File: config.mk
export PLATFORM = sky130hd
export DESIGN_NAME = dot_accum_requant
export DESIGN_NICKNAME = d
export VERILOG_FILES = /design/src/rtl/dot_pkg.sv /design/src/rtl/requant_core.sv /design/src/rtl/dot_accum_requant.sv
export SDC_FILE = /design/constraint.sdc
export NUM_CORES = 1
export LEC_CHECK = 0
export BUFFER_PORTS_ARGS = -buffer_cell sky130_fd_sc_hd__buf_2
export CORE_MARGIN = 2
export CORE_UTILIZATION = 40
export CTS_CLUSTER_SIZE = 28
export DETAILED_ROUTE_END_ITERATION = 12
export PLACE_DENSITY = 0.57
export SYNTH_ARGS = -nofsm -noshare
export SYNTH_HDL_FRONTEND = slang
export SYNTH_SLANG_ARGS = --single-unit
File: constraint.sdc
create_clock -name clk -period 9.55 [get_ports clk]
set_input_delay 1.4325 -clock clk [delete_from_list [all_inputs] [get_ports clk]]
set_output_delay 1.4325 -clock clk [all_outputs]
set_load 0.01 [all_outputs]
File: src/rtl/dot_pkg.sv
`default_nettype none
// ============================================================================
//  Module      : dot_pkg
//  Description : Shared types and widths for the dot-product pipeline
//                (tree, loader and accumulate/requantise stages).
//  Revision    : 1.0  initial release
// ============================================================================
package dot_pkg;

  // Default datapath widths
  localparam int IN_WIDTH_DEF    = 16;
  localparam int CHUNK_WIDTH_DEF = 8;
  localparam int ACC_WIDTH_DEF   = IN_WIDTH_DEF + CHUNK_WIDTH_DEF;
  localparam int ACT_WIDTH_DEF   = 4;
  localparam int SCALE_WIDTH_DEF = 8;
  localparam int SHIFT_WIDTH_DEF = 5;

  // Saturation limits of the default signed activation
  localparam int SAT_MIN = -(2 ** (ACT_WIDTH_DEF - 1));
  localparam int SAT_MAX = (2 ** (ACT_WIDTH_DEF - 1)) - 1;

  // Output-group state machine
  typedef enum logic [2:0] {
    IDLE  = 3'd0,
    ACCUM = 3'd1,
    RQ1   = 3'd2,
    RQ2   = 3'd3,
    OUT   = 3'd4
  } dot_state_e;

endpackage : dot_pkg
`default_nettype wire

File: src/rtl/requant_core.sv
`default_nettype none
// ============================================================================
//  Module      : requant_core
//  Description : Two registered requantisation stages. Stage 1 adds the bias
//                and multiplies by the unsigned scale; stage 2 applies a
//                round-half-up arithmetic right shift, optional ReLU and
//                saturation to the signed activation width.
//  Revision    : 1.0  initial release
// ============================================================================
module requant_core
  import dot_pkg::*;
#(
  parameter int ACC_WIDTH   = ACC_WIDTH_DEF,
  parameter int ACT_WIDTH   = ACT_WIDTH_DEF,
  parameter int SCALE_WIDTH = SCALE_WIDTH_DEF,
  parameter int SHIFT_WIDTH = SHIFT_WIDTH_DEF
) (
  input  logic                          clk,
  input  logic                          rst,
  input  logic                          rq1_en_i,
  input  logic                          rq2_en_i,
  input  logic signed [ACC_WIDTH-1:0]   acc_i,
  input  logic signed [ACC_WIDTH-1:0]   bias_i,
  input  logic        [SCALE_WIDTH-1:0] scale_i,
  input  logic        [SHIFT_WIDTH-1:0] shift_i,
  input  logic                          relu_i,
  output logic signed [ACT_WIDTH-1:0]   data_o
);

  // Product holds (acc+bias) * {0,scale} without loss; one extra bit on top
  // keeps the rounding addend from overflowing at large shifts.
  localparam int PROD_WIDTH = ACC_WIDTH + SCALE_WIDTH + 2;
  localparam int RND_WIDTH  = PROD_WIDTH + 1;

  localparam logic signed [RND_WIDTH-1:0] SAT_LO = RND_WIDTH'(-(2 ** (ACT_WIDTH - 1)));
  localparam logic signed [RND_WIDTH-1:0] SAT_HI = RND_WIDTH'((2 ** (ACT_WIDTH - 1)) - 1);

  logic signed [ACC_WIDTH:0]      sum;
  logic signed [PROD_WIDTH-1:0]   sum_ext;
  logic signed [PROD_WIDTH-1:0]   scale_ext;
  logic signed [PROD_WIDTH-1:0]   prod_d;
  logic signed [PROD_WIDTH-1:0]   prod_q;
  logic signed [RND_WIDTH-1:0]    half;
  logic signed [RND_WIDTH-1:0]    shifted;
  logic signed [RND_WIDTH-1:0]    clamped;
  logic signed [ACT_WIDTH-1:0]    data_d;
  logic signed [ACT_WIDTH-1:0]    data_q;

  // Stage 1 arithmetic: bias add then signed multiply by the zero-extended scale
  always_comb begin
    sum       = {acc_i[ACC_WIDTH-1], acc_i} + {bias_i[ACC_WIDTH-1], bias_i};
    sum_ext   = PROD_WIDTH'(sum);
    scale_ext = $signed(PROD_WIDTH'(scale_i));
    prod_d    = sum_ext * scale_ext;
  end

  // Stage 2 arithmetic: round-half-up shift, ReLU, saturate
  always_comb begin
    half = '0;
    if (shift_i != '0) begin
      half = RND_WIDTH'(1) << (shift_i - SHIFT_WIDTH'(1));
    end
    shifted = (RND_WIDTH'(prod_q) + half) >>> shift_i;
    clamped = shifted;
    if (relu_i && shifted[RND_WIDTH-1]) begin
      clamped = '0;
    end
    if (clamped < SAT_LO) begin
      data_d = ACT_WIDTH'(SAT_LO);
    end else if (clamped > SAT_HI) begin
      data_d = ACT_WIDTH'(SAT_HI);
    end else begin
      data_d = ACT_WIDTH'(clamped);
    end
  end

  // Pipeline registers, each loaded only in its own FSM state
  always_ff @(posedge clk or posedge rst) begin
    if (rst) begin
      prod_q <= '0;
      data_q <= '0;
    end else begin
      if (rq1_en_i) prod_q <= prod_d;
      if (rq2_en_i) data_q <= data_d;
    end
  end

  assign data_o = data_q;

endmodule : requant_core
`default_nettype wire

File: src/rtl/dot_accum_requant.sv
`default_nettype none
// ============================================================================
//  Module      : dot_accum_requant
//  Description : Accumulates a configurable number of partial dot products,
//                requantises the sum to a signed activation and presents it
//                on a valid/ready output. Flags chunks that arrive while the
//                block cannot accept them.
//  Revision    : 1.0  initial release
// ============================================================================
module dot_accum_requant
  import dot_pkg::*;
#(
  parameter int IN_WIDTH    = IN_WIDTH_DEF,
  parameter int ACC_WIDTH   = ACC_WIDTH_DEF,
  parameter int ACT_WIDTH   = ACT_WIDTH_DEF,
  parameter int SCALE_WIDTH = SCALE_WIDTH_DEF,
  parameter int SHIFT_WIDTH = SHIFT_WIDTH_DEF,
  parameter int CHUNK_WIDTH = CHUNK_WIDTH_DEF
) (
  input  logic                          clk,
  input  logic                          rst,
  input  logic                          in_valid,
  input  logic signed [IN_WIDTH-1:0]    in_result,
  input  logic        [CHUNK_WIDTH-1:0] cfg_chunks,
  input  logic signed [ACC_WIDTH-1:0]   cfg_bias,
  input  logic        [SCALE_WIDTH-1:0] cfg_scale,
  input  logic        [SHIFT_WIDTH-1:0] cfg_shift,
  input  logic                          cfg_relu,
  input  logic                          err_clr,
  output logic                          out_valid,
  input  logic                          out_ready,
  output logic signed [ACT_WIDTH-1:0]   out_data,
  output logic                          busy,
  output logic                          err_overrun
);

  dot_state_e                   state_q, state_d;
  logic signed [ACC_WIDTH-1:0]  acc_q, acc_d;
  logic [CHUNK_WIDTH-1:0]       count_q, count_d;
  logic [CHUNK_WIDTH-1:0]       chunks_q, chunks_d;
  logic signed [ACC_WIDTH-1:0]  bias_q, bias_d;
  logic [SCALE_WIDTH-1:0]       scale_q, scale_d;
  logic [SHIFT_WIDTH-1:0]       shift_q, shift_d;
  logic                         relu_q, relu_d;
  logic                         out_valid_q, out_valid_d;
  logic                         err_q, err_d;

  logic                         xfer;
  logic                         start;
  logic [CHUNK_WIDTH-1:0]       chunks_in_eff;
  logic [CHUNK_WIDTH-1:0]       count_inc;
  logic signed [ACC_WIDTH-1:0]  in_ext;

  assign xfer          = out_valid_q & out_ready;
  // A new group opens from IDLE, or from OUT on the very edge the result leaves
  assign start         = in_valid & ((state_q == IDLE) | ((state_q == OUT) & xfer));
  assign chunks_in_eff = (cfg_chunks == '0) ? CHUNK_WIDTH'(1) : cfg_chunks;
  assign count_inc     = count_q + CHUNK_WIDTH'(1);
  assign in_ext        = ACC_WIDTH'(in_result);

  // Next-state, accumulator, shadow-config and error-flag logic
  always_comb begin
    state_d     = state_q;
    acc_d       = acc_q;
    count_d     = count_q;
    chunks_d    = chunks_q;
    bias_d      = bias_q;
    scale_d     = scale_q;
    shift_d     = shift_q;
    relu_d      = relu_q;
    out_valid_d = out_valid_q;
    // Clear first so that a same-cycle overrun below wins over err_clr
    err_d       = err_q & ~err_clr;

    unique case (state_q)
      IDLE: begin
        // Group opening is handled by the start path below
      end
      ACCUM: begin
        if (in_valid) begin
          acc_d   = acc_q + in_ext;
          count_d = count_inc;
          if (count_inc == chunks_q) state_d = RQ1;
        end
      end
      RQ1: begin
        state_d = RQ2;
        if (in_valid) err_d = 1'b1;
      end
      RQ2: begin
        state_d     = OUT;
        out_valid_d = 1'b1;
        if (in_valid) err_d = 1'b1;
      end
      OUT: begin
        if (xfer) begin
          out_valid_d = 1'b0;
          state_d     = IDLE;
        end else if (in_valid) begin
          err_d = 1'b1;
        end
      end
      default: begin
        state_d     = IDLE;
        out_valid_d = 1'b0;
      end
    endcase

    if (start) begin
      chunks_d = chunks_in_eff;
      bias_d   = cfg_bias;
      scale_d  = cfg_scale;
      shift_d  = cfg_shift;
      relu_d   = cfg_relu;
      acc_d    = in_ext;
      count_d  = CHUNK_WIDTH'(1);
      state_d  = (chunks_in_eff == CHUNK_WIDTH'(1)) ? RQ1 : ACCUM;
    end
  end

  // State, accumulator and shadow registers; reset abandons any open group
  always_ff @(posedge clk or posedge rst) begin
    if (rst) begin
      state_q     <= IDLE;
      acc_q       <= '0;
      count_q     <= '0;
      chunks_q    <= CHUNK_WIDTH'(1);
      bias_q      <= '0;
      scale_q     <= '0;
      shift_q     <= '0;
      relu_q      <= 1'b0;
      out_valid_q <= 1'b0;
      err_q       <= 1'b0;
    end else begin
      state_q     <= state_d;
      acc_q       <= acc_d;
      count_q     <= count_d;
      chunks_q    <= chunks_d;
      bias_q      <= bias_d;
      scale_q     <= scale_d;
      shift_q     <= shift_d;
      relu_q      <= relu_d;
      out_valid_q <= out_valid_d;
      err_q       <= err_d;
    end
  end

  requant_core #(
    .ACC_WIDTH   (ACC_WIDTH),
    .ACT_WIDTH   (ACT_WIDTH),
    .SCALE_WIDTH (SCALE_WIDTH),
    .SHIFT_WIDTH (SHIFT_WIDTH)
  ) u_requant_core (
    .clk      (clk),
    .rst      (rst),
    .rq1_en_i (state_q == RQ1),
    .rq2_en_i (state_q == RQ2),
    .acc_i    (acc_q),
    .bias_i   (bias_q),
    .scale_i  (scale_q),
    .shift_i  (shift_q),
    .relu_i   (relu_q),
    .data_o   (out_data)
  );

  assign out_valid   = out_valid_q;
  assign busy        = (state_q != IDLE);
  assign err_overrun = err_q;

endmodule : dot_accum_requant
`default_nettype wire

== Yosys cells after proc, flatten, opt, wreduce, memory -nomap -nowiden ==
Cells that the tools add are included.
W data, S select, Z words.

* Bits in registers: 121
* Input port bits: 67
* Output and inout bits: 7
* Logic and storage cells: 74

* Add/sub/neg operators: 5
* Multipliers: 1
* Magnitude comparators: 2
* Equality and inequality tests: 11
* Shift operators: 2
* Muxes and demuxes: 22
* Bitwise operators: 7
* Reductions and logical operators: 12

{| class="wikitable"
|+ Operators by type and width
! cell !! count
|-
| $mux W24 || 3
|-
| $mux W35 || 2
|-
| $add A34 B35 Y35 || 1
|-
| $gt A35 B4 Y1 const B || 1
|-
| $lt A35 B4 Y1 const B || 1
|-
| $shl A1 B5 Y35 const A || 1
|-
| $sshr A35 B5 Y35 || 1
|-
| $mul A25 B9 Y34 || 1
|-
| $mux W8 || 4
|-
| $add A24 B24 Y25 || 1
|-
| $add A24 B16 Y24 || 1
|-
| $pmux W3 S5 || 1
|-
| $mux W3 || 4
|-
| $ne A3 B3 Y1 const B || 3
|-
| $add A8 B1 Y8 const B || 1
|-
| $eq A8 B1 Y1 const B || 1
|-
| $eq A8 B8 Y1 || 1
|-
| $logic_not A8 Y1 || 1
|-
| $mux W4 || 2
|-
| $eq A3 B2 Y1 const B || 2
|-
| $reduce_bool A5 Y1 || 1
|-
| $sub A5 B1 Y5 const B || 1
|-
| $and A1 B1 Y1 || 4
|-
| $ne A2 B2 Y1 const B || 2
|-
| other kinds (16) || 21
|}

== Logic depth before layout (Yosys ltp) ==
Gate-level depths: netlist of run 1.

* Depth in word-level cells: 10
* Gate-level depth with buffers: 35
* Mapped depth without buffers: 35

== By module ==
A second synthesis of run 1 with hierarchy kept.

* Cells, all modules: 2546
* Area total of the unflattened synthesis: 19950.4 µm²

{| class="wikitable"
|+ Modules (own cells, without submodules)
! module !! times used !! cells each !! area each (µm²) !! seq. area each (µm²)
|-
| requant_core || 1 || 1976 || 15124.5 || 950.9
|-
| dot_accum_requant || 1 || 570 || 4825.9 || 2078.2
|}

== Worst setup path before layout of run 1 ==
OpenSTA, ideal clock, no wires.

* Kind: register to register
* Start point: reg acc_q[0]
* End point: reg u_requant_core.prod_q[33]
* Library setup time: 0.134 ns
* Arrival time: 7.749 ns
* Required time: 9.416 ns
* Setup slack: 1.667 ns
* Stages on the path, launching flop included: 35
* Path through: dfrtp_1 > ha_1 > fa_1 > a21oi_1 > nor2_1 > nor2_1 > o21bai_1 > a21oi_1 > o21bai_1 > a21oi_1 > o21bai_1 > a2111oi_0 > o31ai_1 > o21a_1 > a21oi_1 > xnor2_1 > nand2_1 > fa_1 > inv_1 > fa_1 > inv_1 > fa_1 > inv_1 > fa_1 > ha_1 > and3_1 > a21oi_1 > a31oi_1 > a2111oi_0 > o21ai_0 > a31oi_1 > o21ai_0 > a21oi_1 > xnor2_1 > o21ai_0

* Word-level cells in the longest chain between the ends: 2

{| class="wikitable"
|+ RTL lines
! what !! line !! source
|-
| start: declaration || dot_accum_requant.sv:38 || <nowiki>logic signed [ACC_WIDTH-1:0] acc_q, acc_d;</nowiki>
|-
| start signal: assignment || dot_accum_requant.sv:125 || <nowiki>acc_q <= '0;</nowiki>
|-
| start signal: assignment || dot_accum_requant.sv:136 || <nowiki>acc_q <= acc_d;</nowiki>
|-
| $add A24 B24 Y25 || requant_core.sv:51 || <nowiki>sum = {acc_i[ACC_WIDTH-1], acc_i} + {bias_i[ACC_WIDTH-1], bias_i};</nowiki>
|-
| $mul A25 B9 Y34 || requant_core.sv:54 || <nowiki>prod_d = sum_ext * scale_ext;</nowiki>
|-
| end signal: assignment || requant_core.sv:83 || <nowiki>if (rq1_en_i) prod_q <= prod_d;</nowiki>
|-
| end: declaration || requant_core.sv:42 || <nowiki>logic signed [PROD_WIDTH-1:0] prod_q;</nowiki>
|}

Every way passes these cells.
A chain may end at the register's enable or synchronous reset.

== Worst setup path after layout of run 1 ==
Ends and elaborated chain as after synthesis.

==> insert_results.sql, run 1 <==
INSERT INTO impl_metrics (metric_group, metric, value, unit) VALUES
('synth', 'post_synthesis_register_bit_count', '121', ''),
('global_routing', 'global_route.usage.met3', '3.148', '%'),
('drt', 'dr.first_iter.drc_count', '1135', ''),
('timing', 'worstMarginPinSlew', '1.095', 'ns'),
('clocking', 'clock_pin_slew_reported_for_the_worst_setup_and_hold_paths_after_clock_tree_synthesis', '0.06', 'ns'),
('floorplanning', 'die_height', '220.6', 'um'),
('timing', 'timing.final.crit_share', '90.17', '%'),
('synth', 'yosysWarningCount', '0', ''),
('cells_and_area', 'post-route-util', '43.62', '%'),
('synth', 'synth_edf_count', '0', ''),
('cells_and_area', 'layout_commonest_cell', 'sky130_fd_sc_hd__nand2_1', ''),
('timing', 'setup_viol', '0', ''),
('synth', 'synth.lib_cells_used.distinct', '89', ''),
('drt', 'detail_route.wl_per_cell', '17.44', 'um'),
('worst_hold_path', 'worstHoldStart', 'u_requant_core.data_o[3]', ''),
('clocking', 'cts_sinks', '121', ''),
('critical_path', 'critical_path.endpoint_type', 'flop', ''),
('cells_and_area', 'area_growth', '7.952', '%'),
('drt', 'post_drt_via_cell_ratio', '5.565', ''),
('drt', 'detail_route.drc_violations', '0', ''),
('synth', 'synthArstFlopShare', '100.0', '%'),
('run_status', 'status', 'finished, final reports clean', ''),
('synth', 'synthDominantAreaCellType', 'sky130_fd_sc_hd__fa_1', ''),
('timing', 'maxSlewHeadroom', '26.82', '%'),
('global_routing', 'grt.met1_usage', '30.10', '%'),
('critical_path', 'reg2reg_setup_slack', '0.94', 'ns'),
('critical_path', 'timing.critical_path.slowest_stage_cell', 'sky130_fd_sc_hd__a2111oi_1', ''),
('drt', 'ant_nets', '0', ''),
('clocking', 'cts_root_buf', 'sky130_fd_sc_hd__clkbuf_16', ''),
('clocking', 'cts_max_path_buffers', '2', ''),
('place', 'detailedPlacementHpwl', '42300', 'um'),
('floorplanning', 'initial_core_util', '40.40', '%'),
('critical_path', 'worst-path-max-fanout', '8', ''),
('drt', 'postRouteWirelength', '52370', 'um'),
('floorplanning', 'floorplan.rows', '79', ''),
('critical_path', 'timing.rr.start', 'acc_q[0]', ''),
('synth', 'synthesis.instances', '2372', ''),
('worst_hold_path', 'hold_path_end', 'u_requant_core.data_o[3]', ''),
('global_routing', 'grt_antenna_before_repair', '0', ''),
('place', 'place_congestion', '0.9079', ''),
('timing', 'maxSlewViolCount', '0', ''),
('synth', 'syn-cell-area', '18770', 'um^2'),
('critical_path', 'cpPeakStageDelay', '0.61', 'ns'),
('critical_path', 'startpoint_type', 'flop', ''),
('floorplanning', 'core_region_area', '46460', 'um^2'),
('place', 'placement.cell_area', '19680', 'um^2'),
('clocking', 'numCtsBuffers', '17', ''),
('timing', 'clock_skew', '0.01566', 'ns'),
('drt', 'detailedRoute.firstPassIterationCount', '6', ''),
('critical_path', 'critPathRequiredTime', '9.84', 'ns'),
('timing', 'grt_setup_unrepaired', 'no', ''),
('synth', 'synth_fp_nets', '2746', ''),
('timing', 'finalWorstPathRequiredPeriod', '8.611', 'ns'),
('critical_path', 'timing.rr.end', 'u_requant_core.prod_q[33]', ''),
('drt', 'detailroute.via_count', '16710', ''),
('run', 'maxCapViolations', '0', ''),
('floorplanning', 'fp.dieArea', '48680', 'um^2'),
('global_routing', 'top_usage_layer', 'met2', ''),
('worst_hold_path', 'min_delay_path_depth', '2', ''),
('worst_hold_path', 'hold_path.class', 'reg2reg', ''),
('floorplanning', 'die_w', '220.6', 'um'),
('cells_and_area', 'final_area', '20260', 'um^2'),
('clocking', 'cts-htree-levels', '4', ''),
('global_routing', 'grt_pass1_wl', '87420', 'um'),
('clocking', 'holdBufCountCts', '0', ''),
('critical_path', 'reg2reg_depth', '35', ''),
('global_routing', 'groute.usage.overall', '22.47', '%'),
('global_routing', 'grt-ovfl-total', '0', ''),
('place', 'portBuffers', '73', ''),
('timing', 'hold_viol', '0', ''),
('critical_path', 'critical_path_class', 'reg2reg', '');
[worst max path at each step]
| stage | start | end | slack (ns) | depth (start not counted) |
|---|---|---|---|---|
| after CTS | acc_q[0] | u_requant_core.prod_q[33] | 0.80 | 35 |
| after floorplan | acc_q[0] | u_requant_core.prod_q[33] | 1.67 | 34 |
| after global routing | acc_q[0] | u_requant_core.prod_q[33] | 0.15 | 35 |
| after global placement | acc_q[0] | u_requant_core.prod_q[33] | 0.90 | 35 |
| after detailed placement | acc_q[0] | u_requant_core.prod_q[33] | 0.85 | 35 |
| final | acc_q[0] | u_requant_core.prod_q[33] | 0.94 | 35 |
[area by class of cell]
| type | count | area [um^2] |
|---|---|---|
| sequential | 121 | 3029 |
| multi-input combinational | 1899 | 14420 |
| antenna | 1 | 2.502 |
| clock buffer | 23 | 457.9 |
| tap | 607 | 759.5 |
| clock inverter | 9 | 126.4 |
| inverter | 247 | 929.6 |
| timing repair buffer | 96 | 538.0 |
| fill | 4768 | 26190 |
[Yosys cell counts, drive strengths merged, types with 14 or more instances]
cell and count:
nand2 383, inv 246, fa 159, o21ai 155
ha 148, nor2 144, and2 133, dfrtp 120
a21oi 118, clkbuf 88, xnor2 72, nand3 52
nor3 46, a211oi 35, mux2i 35, xor2 34
a21o 28, and3 27, a31oi 20, nand4 19
o211ai 19, or3 18, buf 17, nor4 15
o22ai 15, o21a 14, o31ai 14
[logic make-up after synthesis]
family,share of synthesized area [%]
muxes,3.726
xor gates and xnor gates,4.946
AOI/OAI and AO/OA,19.24
buffers and inverters,7.079
and+or+nand+nor,22.03
adders and majority gates,26.82
DFF,16.14
other,0.01998
[stage by stage]
stage / hold WS, ns / cells
floorplan: 0.4497 / 2372
global placement: 0.4612 / 2970
detailed placement: 0.4673 / 2970
CTS: 0.4806 / 3002
global route: 0.5014 / 3002
finish: 0.4731 / 3003
[flip-flops by register name, summed over array words and instances, names as in the netlist]
register               flops
relu_q                     1
count_q                    8
state_q                    3
shift_q                    5
acc_q                     24
err_overrun                1
u_requant_core.data_o      4
scale_q                    8
out_valid                  1
u_requant_core.prod_q     34
chunks_q                   8
bias_q                    24
[repair_timing]
item	CTS	global route
hold endpoints to repair	0	0
buffers inserted	0	0
endpoints found under the setup margin	0	1
resized for setup	0	1
[worst max-delay path, delay by kind of cell, from the launching register on]
family | cells | cell delay, ns
buffers and inverters | 4 | 0.35
XOR/XNOR | 2 | 0.55
adder cells (fa/ha/maj) | 7 | 2.97
AND/OR/NAND/NOR | 5 | 0.63
flip-flops | 1 | 0.39
AO/OA/AOI/OAI | 17 | 3.51
[metal layers]
layer,wire length [um],up-vias
li1,-,8168
met1,24320,8060
met2,24560,393
met3,2079,91
met4,1415,0
met5,0,-
Power of run 1 is left out: the tool's default activity adds up to more than one toggle a clock period on the data nets, which glitch-free logic cannot reach.
==> inputs of run 2 (changes only) <==
==> constraint.sdc (replaced) <==
create_clock -name clk -period 10.8 [get_ports clk]
set_input_delay 1.62 -clock clk [delete_from_list [all_inputs] [get_ports clk]]
set_output_delay 1.62 -clock clk [all_outputs]
set_load 0.01 [all_outputs]
==> insert_results.sql, run 2 (synthesis results as in run 1) <==
INSERT INTO impl_metrics (metric_group, metric, value, unit) VALUES
('critical_path', 'timing.critical_path.slowest_stage_cell', 'sky130_fd_sc_hd__a2111oi_0', ''),
('critical_path', 'critical_path.endpoint_type', 'flop', ''),
('drt', 'post_drt_via_cell_ratio', '5.584', ''),
('clocking', 'post-cts-setup-buffers', '0', ''),
('cells_and_area', 'fillerInstances', '4793', ''),
('cells_and_area', 'area_growth', '8.032', '%'),
('drt', 'dr.first_iter.drc_count', '1067', ''),
('cells_and_area', 'largest_register_ffs', '34', ''),
('timing', 'fmaxAchievable', '107.6', 'MHz'),
('clocking', 'holdBufCountCts', '0', ''),
('cells_and_area', 'diodes', '0', ''),
('cells_and_area', 'largest_registers', 'u_requant_core.prod_q x34, acc_q x24, bias_q x24', ''),
('timing', 'clock_skew', '0.02033', 'ns'),
('cells_and_area', 'area_used_by_multi_input_combinational_logic', '14420', 'um^2'),
('timing', 'worstMarginPinSlew', '1.143', 'ns'),
('critical_path', 'cp_data_arrival_time', '9.59', 'ns'),
('timing', 'setup_viol', '0', ''),
('clocking', 'cts_max_path_buffers', '2', ''),
('critical_path', 'critical_path_class', 'reg2reg', ''),
('place', 'place_congestion', '0.9017', ''),
('cells_and_area', 'final_layout_size_suffix_gt1_share', '7.448', '%'),
('clocking', 'numCtsBuffers', '17', ''),
('cells_and_area', 'mostFrequentLayoutCells', 'sky130_fd_sc_hd__nand2_1, sky130_fd_sc_hd__inv_1, sky130_fd_sc_hd__fa_1', ''),
('clocking', 'cts-htree-levels', '4', ''),
('floorplanning', 'floorplan.rows', '79', ''),
('timing', 'finalWorstPathRequiredPeriod', '9.292', 'ns'),
('critical_path', 'critPathRequiredTime', '11.09', 'ns'),
('drt', 'detail_route.drc_violations', '0', ''),
('global_routing', 'grt_pass1_wl', '88590', 'um'),
('timing', 'maxSlewViolCount', '0', ''),
('place', 'portBuffers', '73', ''),
('timing', 'hold_viol', '0', ''),
('timing', 'grt_setup_unrepaired', 'no', ''),
('floorplanning', 'fp.dieArea', '48680', 'um^2'),
('timing', 'timing.setup.tns', '0', 'ns'),
('worst_hold_path', 'hold_path.class', 'reg2reg', ''),
('clocking', 'postCtsResizedCells', '0', ''),
('run_status', 'status', 'finished, final reports clean', ''),
('drt', 'detail_route.wl_per_cell', '17.71', 'um'),
('clocking', 'clock_latency', '0.47', 'ns'),
('global_routing', 'largest_net_degree_at_the_start_of_global_routing', '66', ''),
('floorplanning', 'die_w', '220.6', 'um'),
('critical_path', 'startpoint_type', 'flop', ''),
('floorplanning', 'boundaryPins', '74', ''),
('critical_path', 'worst-path-max-fanout', '8', ''),
('timing', 'maxSlewHeadroom', '23.59', '%'),
('critical_path', 'cpPeakStageDelay', '0.94', 'ns'),
('drt', 'ant_nets', '0', ''),
('cells_and_area', 'layout_commonest_cell', 'sky130_fd_sc_hd__nand2_1', ''),
('global_routing', 'groute.usage.overall', '22.77', '%'),
('drt', 'detailedRoute.firstPassIterationCount', '6', ''),
('drt', 'detailroute.via_count', '16740', ''),
('cells_and_area', 'regMostFlops', 'u_requant_core.prod_q', ''),
('clocking', 'clock_pin_slew_reported_for_the_worst_setup_and_hold_paths_after_clock_tree_synthesis', '0.05', 'ns'),
('run', 'maxCapViolations', '0', ''),
('place', 'detailedPlacementHpwl', '42670', 'um'),
('global_routing', 'grt_pass1_vias', '16940', ''),
('cells_and_area', 'nNetsFinal', '2751', ''),
('floorplanning', 'initial_core_util', '40.40', '%'),
('floorplanning', 'core_region_area', '46460', 'um^2'),
('cells_and_area', 'ff_latch_area', '3029', 'um^2'),
('drt', 'postRouteWirelength', '53070', 'um'),
('clocking', 'cts_tree', 'done', ''),
('clocking', 'cts_root_buf', 'sky130_fd_sc_hd__clkbuf_16', ''),
('global_routing', 'grt-ovfl-total', '0', ''),
('clocking', 'cts_sinks', '121', ''),
('floorplanning', 'die_height', '220.6', 'um'),
('global_routing', 'grt_antenna_before_repair', '0', ''),
('critical_path', 'reg2reg_setup_slack', '1.51', 'ns'),
('timing', 'timing.final.crit_share', '86.03', '%');
## run 2: final timing paths
kind / cells after the start / endpoint / startpoint
max in group asynchronous: 4 / acc_q[20] / rst
worst max-delay path: 34 / u_requant_core.prod_q[33] / acc_q[0]
worst max register to register: 34 / u_requant_core.prod_q[33] / acc_q[0]
min in group asynchronous: 2 / shift_q[4] / rst
worst min register to register: 2 / bias_q[11] / bias_q[11]
worst min-delay path: 2 / bias_q[11] / bias_q[11]
## run 2: layer usage
layer,track usage (%),up-vias,wire (um)
li1,-,8160,-
met1,30.20,8119,24720
met2,37.82,372,24890
met3,2.928,84,1838
met4,8.844,0,1624
met5,0,-,0
## run 2: critical path, delay by kind of cell (launching register included)
family	cells	cell delay, ns
adder cells (fa/ha/maj)	7	2.98
XOR/XNOR	2	0.60
AO/OA/AOI/OAI	17	4.32
AND/OR/NAND/NOR	5	0.65
flip-flops	1	0.39
buffers and inverters	3	0.16
## run 2: stage by stage
stage               cell area, um^2  setup WS [ns]  util [%]  std cells  hold WS (ns)
global placement              19640          1.723     42.27       2965        0.4619
global route                  20280         0.7925     43.65       2997        0.5079
floorplan                     18770          2.917         -       2372        0.4497
finish                        20280          1.508     43.65       2997        0.4781
detailed placement            19640          1.446     42.27       2965        0.4694
CTS                           20280          1.441     43.65       2997        0.4814
## run 2: final cells by class
type / count / share of cell area (%)
Multi-Input combinational cell: 1899 / 71.10
Sequential cell: 121 / 14.94
Inverter: 247 / 4.584
Tap cell: 607 / 3.745
Timing Repair Buffer: 91 / 2.468
Clock buffer: 23 / 2.308
Clock inverter: 9 / 0.8515
Power of run 2 is left out for the same reason.
